[config.mk]
export PLATFORM = sky130hd
export DESIGN_NAME = win_fetch
export DESIGN_NICKNAME = d
export VERILOG_FILES = /design/src/rtl/cnn_pkg.sv /design/src/rtl/win_pos_cnt.sv /design/src/rtl/win_fetch.sv
export SDC_FILE = /design/constraint.sdc
export NUM_CORES = 1
export LEC_CHECK = 0
export CAP_MARGIN = 20
export CORE_AREA = 3 3 142 144
export CTS_CLUSTER_SIZE = 40
export DETAILED_ROUTE_END_ITERATION = 7
export DIE_AREA = 0 0 145 147
export HOLD_SLACK_MARGIN = 0.1
export PLACE_DENSITY = 0.79
export SYNTH_ARGS = -nofsm -noshare
export SYNTH_HDL_FRONTEND = slang
export SYNTH_SLANG_ARGS = --single-unit
[constraint.sdc]
create_clock -name clk -period 3 [get_ports clk]
set_clock_uncertainty 0.2 [all_clocks]
set_input_delay 0.75 -clock clk [delete_from_list [all_inputs] [get_ports clk]]
set_output_delay 0.75 -clock clk [all_outputs]
set_load 0.01 [all_outputs]
[src/rtl/cnn_pkg.sv]
// Shared types and widths for the CNN window-fetch datapath.
package cnn_pkg;

  localparam int unsigned DATA_W      = 16;
  localparam int unsigned ADDR_HALF_W = 8;
  localparam int unsigned ADDR_W      = 2 * ADDR_HALF_W;

  typedef enum logic [2:0] {
    StIdle,
    StFetch,
    StDrain,
    StOut,
    StDone
  } state_e;

  function automatic logic [ADDR_W-1:0] pack_addr(input logic [ADDR_HALF_W-1:0] row,
                                                  input logic [ADDR_HALF_W-1:0] col);
    return {row, col};
  endfunction

endpackage

[src/rtl/win_pos_cnt.sv]
// Window origin counter: column-first walk over the map, with a final-window flag.
module win_pos_cnt
  import cnn_pkg::*;
#(
  parameter int unsigned ROW = 8,
  parameter int unsigned COL = 8,
  parameter int unsigned K   = 3
) (
  input  logic                   clk_i,
  input  logic                   rst_ni,
  input  logic                   clear_i,
  input  logic                   advance_i,
  output logic [ADDR_HALF_W-1:0] row_o,
  output logic [ADDR_HALF_W-1:0] col_o,
  output logic                   last_o
);

  localparam logic [ADDR_HALF_W-1:0] RowLast = ADDR_HALF_W'(ROW - K);
  localparam logic [ADDR_HALF_W-1:0] ColLast = ADDR_HALF_W'(COL - K);

  logic [ADDR_HALF_W-1:0] row_q, row_d;
  logic [ADDR_HALF_W-1:0] col_q, col_d;

  always_comb begin
    row_d = row_q;
    col_d = col_q;
    if (clear_i) begin
      row_d = '0;
      col_d = '0;
    end else if (advance_i) begin
      if (col_q == ColLast) begin
        col_d = '0;
        row_d = (row_q == RowLast) ? '0 : row_q + 1'b1;
      end else begin
        col_d = col_q + 1'b1;
      end
    end
  end

  always_ff @(posedge clk_i or negedge rst_ni) begin
    if (!rst_ni) begin
      row_q <= '0;
      col_q <= '0;
    end else begin
      row_q <= row_d;
      col_q <= col_d;
    end
  end

  assign row_o  = row_q;
  assign col_o  = col_q;
  assign last_o = (row_q == RowLast) && (col_q == ColLast);

endmodule

[src/rtl/win_fetch.sv]
// Scans a ROWxCOL feature map, fetching each KxK window element-by-element from a
// one-cycle-latency memory and presenting it on a valid/ready output.
module win_fetch
  import cnn_pkg::*;
#(
  parameter int unsigned ROW = 8,
  parameter int unsigned COL = 8,
  parameter int unsigned K   = 3
) (
  input  logic                     clk,
  input  logic                     rst_n,
  input  logic                     start,
  input  logic                     mem_we,
  output logic [ADDR_W-1:0]        rd_addr,
  output logic                     rd_en,
  input  logic signed [DATA_W-1:0] rd_data,
  output logic [DATA_W*K*K-1:0]    win_data,
  output logic [ADDR_HALF_W-1:0]   win_row,
  output logic [ADDR_HALF_W-1:0]   win_col,
  output logic                     win_valid,
  input  logic                     win_ready,
  output logic                     busy,
  output logic                     done
);

  localparam int unsigned            NElem    = K * K;
  localparam logic [15:0]            LastElem = 16'(NElem - 1);
  localparam logic [ADDR_HALF_W-1:0] KLast    = ADDR_HALF_W'(K - 1);

  state_e                   state_q, state_d;
  logic                     rd_vld_q, rd_vld_d;
  logic [ADDR_HALF_W-1:0]   i_q, i_d;
  logic [ADDR_HALF_W-1:0]   j_q, j_d;
  logic [15:0]              elem_q, elem_d;
  logic                     cap_q, cap_d;
  logic [15:0]              cap_idx_q, cap_idx_d;
  logic [DATA_W*NElem-1:0]  win_data_q, win_data_d;
  logic                     win_valid_q, win_valid_d;
  logic                     busy_q, busy_d;
  logic                     done_q, done_d;
  logic                     pos_clear, pos_adv, pos_last;
  logic                     accept;

  win_pos_cnt #(
    .ROW(ROW),
    .COL(COL),
    .K  (K)
  ) u_pos (
    .clk_i    (clk),
    .rst_ni   (rst_n),
    .clear_i  (pos_clear),
    .advance_i(pos_adv),
    .row_o    (win_row),
    .col_o    (win_col),
    .last_o   (pos_last)
  );

  // A write upstream suppresses the read in the same cycle; the request simply holds.
  assign rd_en   = (state_q == StFetch) && rd_vld_q && !mem_we;
  assign rd_addr = rd_vld_q ? pack_addr(win_row + i_q, win_col + j_q) : '0;
  assign accept  = win_valid_q && win_ready;

  always_comb begin
    state_d     = state_q;
    rd_vld_d    = rd_vld_q;
    i_d         = i_q;
    j_d         = j_q;
    elem_d      = elem_q;
    win_data_d  = win_data_q;
    win_valid_d = win_valid_q;
    busy_d      = busy_q;
    done_d      = done_q;
    pos_clear   = 1'b0;
    pos_adv     = 1'b0;

    // Read data lands one cycle after its rd_en; cap_q/cap_idx_q track that slot.
    cap_d     = rd_en;
    cap_idx_d = rd_en ? elem_q : cap_idx_q;
    for (int s = 0; s < int'(NElem); s++) begin
      if (cap_q && (cap_idx_q == 16'(s))) begin
        win_data_d[s*DATA_W +: DATA_W] = rd_data;
      end
    end

    unique case (state_q)
      StIdle: begin
        if (start) begin
          state_d   = StFetch;
          busy_d    = 1'b1;
          rd_vld_d  = 1'b0;
          pos_clear = 1'b1;
        end
      end
      StFetch: begin
        if (!rd_vld_q) begin
          // First FETCH cycle arms the request at element (0,0) of the new origin.
          rd_vld_d = 1'b1;
          i_d      = '0;
          j_d      = '0;
          elem_d   = '0;
        end else if (!mem_we) begin
          if (elem_q == LastElem) begin
            rd_vld_d = 1'b0;
            state_d  = StDrain;
          end else begin
            elem_d = elem_q + 16'd1;
            if (j_q == KLast) begin
              j_d = '0;
              i_d = i_q + 1'b1;
            end else begin
              j_d = j_q + 1'b1;
            end
          end
        end
      end
      StDrain: begin
        if (cap_q && (cap_idx_q == LastElem)) begin
          state_d     = StOut;
          win_valid_d = 1'b1;
        end
      end
      StOut: begin
        if (accept) begin
          win_valid_d = 1'b0;
          if (pos_last) begin
            state_d = StDone;
            done_d  = 1'b1;
          end else begin
            state_d = StFetch;
            pos_adv = 1'b1;
          end
        end
      end
      StDone: begin
        state_d = StIdle;
        done_d  = 1'b0;
        busy_d  = 1'b0;
      end
      default: begin
        state_d = StIdle;
        busy_d  = 1'b0;
      end
    endcase
  end

  always_ff @(posedge clk or negedge rst_n) begin
    if (!rst_n) begin
      state_q     <= StIdle;
      rd_vld_q    <= 1'b0;
      i_q         <= '0;
      j_q         <= '0;
      elem_q      <= '0;
      cap_q       <= 1'b0;
      cap_idx_q   <= '0;
      win_data_q  <= '0;
      win_valid_q <= 1'b0;
      busy_q      <= 1'b0;
      done_q      <= 1'b0;
    end else begin
      state_q     <= state_d;
      rd_vld_q    <= rd_vld_d;
      i_q         <= i_d;
      j_q         <= j_d;
      elem_q      <= elem_d;
      cap_q       <= cap_d;
      cap_idx_q   <= cap_idx_d;
      win_data_q  <= win_data_d;
      win_valid_q <= win_valid_d;
      busy_q      <= busy_d;
      done_q      <= done_d;
    end
  end

  assign win_data  = win_data_q;
  assign win_valid = win_valid_q;
  assign busy      = busy_q;
  assign done      = done_q;

endmodule

== After elaboration in Yosys (flattened, before gate mapping) ==
Index checks and enable logic that the tools add are counted.
Word-level totals
  flip-flop bits (word level): 216
  bits in latches: 0
  RAM bits: 0
  bits in read-only memories: 0
  input bits: 21
  memories: 0
Cells by class
  $add $sub $neg: 7
  multiply operators: 0
  div/mod/pow operators: 0
  magnitude comparators: 0
  equal/unequal tests: 26
  shift-type cells: 0
  muxes and demuxes: 45
  bitwise gates (word level): 1
  reductions and logical operators: 30
Operators by type and width (number)
  $mux 8: 15
  $eq 16x3->1 const B: 4
  $mux 16: 4
  $add 8x1->8 const B: 4
  $eq 16x2->1 const B: 2
  $eq 16x4->1 const B: 2
  $mux 3: 7
  $add 16x1->16 const B: 1
  $add 8x8->8: 2
  $eq 16x1->1 const B: 1
  $eq 8x3->1 const B: 2
  $logic_not 16->1: 1
  $ne 2x2->1 const B: 8
  $mux 1: 14
  $logic_and 1x1->1: 13
  $pmux 3 s4: 1
  $reduce_bool 2->1: 5
  $reduce_and 3->1: 3
  $eq 8x2->1 const B: 1
  $pmux 1 s2: 4
  $eq 3x2->1 const B: 2
  $reduce_and 2->1: 3
  $reduce_and 6->1: 1
  $ne 2x1->1 const B: 2
  7 further kinds: 7

== Longest topological paths before layout ==
Gate-level depths: netlist of run 1.
  depth after elaboration: 7
  gate-level depth with buffers: 8
  depth with buffers taken out: 7

== Cells and area by module ==
A second synthesis of run 1 with hierarchy kept.
Unflattened totals
  cell total of the unflattened synthesis: 772
  area, all modules: 9818.2 µm²
By module, submodules not included
  win_fetch: instances 1, cells an instance 682, area an instance 8912.3 µm², seq. area each 5004.8 µm²
  win_pos_cnt: instances 1, cells an instance 90, area an instance 905.9 µm², seq. area each 400.4 µm²

== Worst setup path before layout of run 1 ==
No wires, ideal clock.
  path type: register to output
  from: register u_pos.row_q[0], in the netlist u_pos.row_o[0]
  to: output port rd_addr[12]
  arrival: 1.724 ns
  data required time: 2.050 ns
  slack: 0.326 ns
  stages on the path, launching flop included: 7
  buffers on the path: 0
  path through: dfrtp_1 -> ha_1 -> fa_1 -> a21o_1 -> a21oi_1 -> xnor2_1 -> nor2_1
On the way
  word-level cells in the longest chain between the ends: 2
Ends and longest elaborated chain
  start: declaration: line win_pos_cnt.sv:21  | logic [ADDR_HALF_W-1:0] row_q, row_d;
  start signal: assignment: line win_pos_cnt.sv:45  | row_q <= row_d;
  $add 8x8->8: line win_fetch.sv:60  | assign rd_addr = rd_vld_q ? pack_addr(win_row + i_q, win_col + j_q) : '0;
  $mux 16: line win_fetch.sv:60
  end: declaration: line win_fetch.sv:14  | output logic [ADDR_W-1:0] rd_addr,
No other way between the ends.

== Final worst setup path of run 1 ==
  from: register i_q[0]
  to: output port rd_addr[12]
On the way
  word-level cells in the longest chain between the ends: 2
Ends and longest elaborated chain
  start: declaration: line win_fetch.sv:32  | logic [ADDR_HALF_W-1:0] i_q, i_d;
  start signal: assignment: line win_fetch.sv:162  | i_q <= i_d;
  $add 8x8->8: line win_fetch.sv:60
  $mux 16: line win_fetch.sv:60
No other way between the ends.

==> results.cfg, run 1 <==
[run_status]
status = finished, violations left
violations = setup timing

[logic_synthesis]
synth_compound_area_share_pct = 5.82
synthMuxAreaShare_pct = 18.5
async_flop_share_pct = 100
synth_top_flop_cell = dfrtp_1
syn_avg_cell_area_um2 = 12.6
yosys-top-cells-area = dfrtp_1, mux2_2, ha_1, xnor2_1, nand3_1
ys_seq_elements = 216
syn_nets = 812
synthXorXnorAreaFrac_pct = 2.36
ys_warn_count = 0
synthCells = 766
yosysSeqAreaShare_pct = 56.0
ys_types = 57
synth_top_cell_by_area = dfrtp_1
yosys.area_share.simple_pct = 11.7
synthAdderAreaFrac_pct = 3.39
synth_top_family_by_area = multiplexers
synth_edf_count = 0
syn_area_um2 = 9660
yosysTopAreaCellShare_pct = 56.0

[timing]
hold_ws_ns = 0.283
period_minus_slack_ns = 3.14
hold_violations = 0
drv_slew = 0
setup-violations-final = 9
rsz0062_at_grt = yes
postLayoutSetupSlackWorst_ns = -0.144
timing.fmax_ghz = 0.318
worst_pin_slew_ns = 0.611
fin_crit_sh_pct = 105
slew_headroom_pct = 58.9

[finish]
drive_gt1_share_pct = 29.6
final_common_cell = dfrtp_1
final_cell_mix = dfrtp_1, clkdlybuf4s50_1, mux2_2, buf_4, nor2_1
final_nets = 1089
fillers = 1277
syn_to_final_growth_pct = 38.1
antenna_cells = 0

[clocking]
clkTransAtPathRegs_ns = 0.06
cts_tree = built
cts_buffer_depth = 3
clk_latency_ns = 0.50
cts_buffers = 23
cts-root-buf = clkbuf_16
htree_levels = 1
clock-sinks = 216

[setup_path]
crit_path_end_kind = output port
worstSetupPathType = flip-flop to output port
critPathRequiredTime_ns = 2.05
path_max_fanout = 2
crit_arrival_ns = 2.19
start_kind = flip-flop

[detailed_routing]
drtIter0Drc = 399
drtPass1Iterations = 5
vias = 7304
drt-wirelength-per-cell_um = 19.2
drt_wl_total_um = 25300
vias_per_cell = 5.53
drc = 0
ant_nets = 0

[pwr]
p_switching_mw = 1.32
power_mw = 6.07
power.density_nw_per_um2 = 455
power_frac_comb_pct = 5.4
p_clk_share_pct = 45.1
power_leakage_nw = 6.05
p_seq_share_pct = 49.5
ir_worst_vdd_v = 0.000315
p_sw_share_pct = 21.8
p_int_mw = 4.74

[placement]
place.gp.congestion = 0.865
dp_hpwl_um = 18100
port_buffers = 200

[global_route]
grt_pass1_wl_um = 40500
grt_overflow_total = 0
grt_use_total_pct = 23.1
antenna_found_initial = 0
grt_max_degree = 63
first_global_vias = 7416

[flow_run]
maxCapViolCount = 0

[hold_path]
hold_path_class = flip-flop to flip-flop

[floorplan]
dieArea_um2 = 21300
coreArea_um2 = 18800
rows = 50
die_w_um = 145
die_y_um = 147
ios = 201
start_util_pct = 51.3
==> per-stage QoR <==
step	setup TNS (ns)	area (um^2)	instances	worst slack (ns)	util, %
after floorplan	0	9660	766	0.326	-
after global placement	-0.604	12500	1274	-0.240	66.2
after detailed placement	-0.941	12500	1274	-0.269	66.2
after CTS	-1.03	13300	1320	-0.192	70.8
after global routing	-1.82	13300	1320	-0.265	70.8
final	-0.815	13300	1320	-0.144	70.8
==> critical path, cell delays in order (launching register included) <==
cell	delay [ns]
dfrtp_1	0.41
ha_4	0.18
fa_2	0.37
a21o_1	0.17
a21oi_2	0.14
buf_4	0.13
xnor2_1	0.10
nor2_1	0.05
buf_2	0.13
==> path summary, 6_finish.rpt <==
path                                     startpoint                   endpoint  slack, ns  cells past startpoint
hold reg to reg            win_data[92]$_DFFE_PN0P_   win_data[92]$_DFFE_PN0P_       0.28                      1
hold / removal             win_data[92]$_DFFE_PN0P_   win_data[92]$_DFFE_PN0P_       0.28                      1
min in group asynchronous                     rst_n  win_data[124]$_DFFE_PN0P_       0.60                      2
setup reg to reg                 j_q[1]$_DFFE_PN0P_         i_q[4]$_DFFE_PN0P_       0.23                      8
setup / recovery                 i_q[0]$_DFFE_PN0P_                rd_addr[12]      -0.14                      8
max in group asynchronous                     rst_n   win_data[18]$_DFFE_PN0P_       1.22                      3
==> sequential cells by signal (all words and copies together), names as in the netlist <==
register,flops
cap_idx_q,16
u_pos.col_o,8
i_q,8
cap_q,1
rd_vld_q,1
u_pos.row_o,8
j_q,8
state_q,3
busy,1
elem_q,16
win_data,144
done,1
win_valid,1
==> final cells by class <==
type / count / area, um^2 / share of cell area [%]
Sequential cell: 216 / 5410 / 40.6
Tap cell: 260 / 325 / 2.44
Clock inverter: 12 / 98.8 / 0.741
Timing Repair Buffer: 279 / 2590 / 19.4
Inverter: 23 / 86.3 / 0.647
Clock buffer: 30 / 642 / 4.81
Multi-Input combinational cell: 500 / 4190 / 31.4
==> per-layer routing <==
layer | part of all wire [%] | global-route usage, %
met5 | 0 | 0
met4 | 2.3 | 6.13
met3 | 5.0 | 3.45
met2 | 50 | 40.2
met1 | 43 | 30.7
==> synth_stat cells, types with 14 or more instances <==
| cell | instances |
|---|---|
| dfrtp_1 | 216 |
| a21oi_1 | 17 |
| nand2_1 | 37 |
| nand3_1 | 33 |
| mux2_2 | 146 |
| ha_1 | 23 |
| nor2_1 | 44 |
| inv_1 | 22 |
| o31ai_1 | 14 |
| clkbuf_1 | 16 |
| nor3_1 | 18 |
| xnor2_1 | 19 |
| o21ai_0 | 23 |
==> power groups by stage <==
stage                     logic, mW  registers, mW  clock network (mW)
after floorplan              0.0506           3.08                   0
after global placement        0.328           3.05                   0
after detailed placement      0.332           3.05                   0
after CTS                     0.335           3.00                2.79
after global routing          0.353           3.01                2.91
final                         0.329           3.00                2.74
==> kinds of logic (layout without fill, tap and decap cells) <==
kind of cell / count (synthesis) / after routing
buffers and inverters: 50 / 344
AO/OA/AOI/OAI: 87 / 87
XOR/XNOR: 26 / 26
AND/OR/NAND/NOR: 203 / 203
multiplexers: 159 / 159
adder cells (fa/ha/maj): 25 / 25
flip-flops: 216 / 216
==> what timing repair did <==
item                       CTS  global route
buffers inserted             3             0
resized for setup           74             8
hold endpoints to repair    56             0
gates cloned                 0             0
setup endpoints to repair   15            14
hold buffers                 1             0
pin swaps                   21            10
(Power assumes the default switching activity.)
==> run 2: changes to the inputs <==
--- a/config.mk
+++ b/config.mk
@@ -10,7 +10,7 @@
 export CTS_CLUSTER_SIZE = 40
 export DETAILED_ROUTE_END_ITERATION = 7
 export DIE_AREA = 0 0 145 147
-export HOLD_SLACK_MARGIN = 0.1
+export HOLD_SLACK_MARGIN = 0.06
 export PLACE_DENSITY = 0.79
 export SYNTH_ARGS = -nofsm -noshare
 export SYNTH_HDL_FRONTEND = slang
==> results of run 2 <==
Final layout, timing and power as in run 1 (identical DEF).
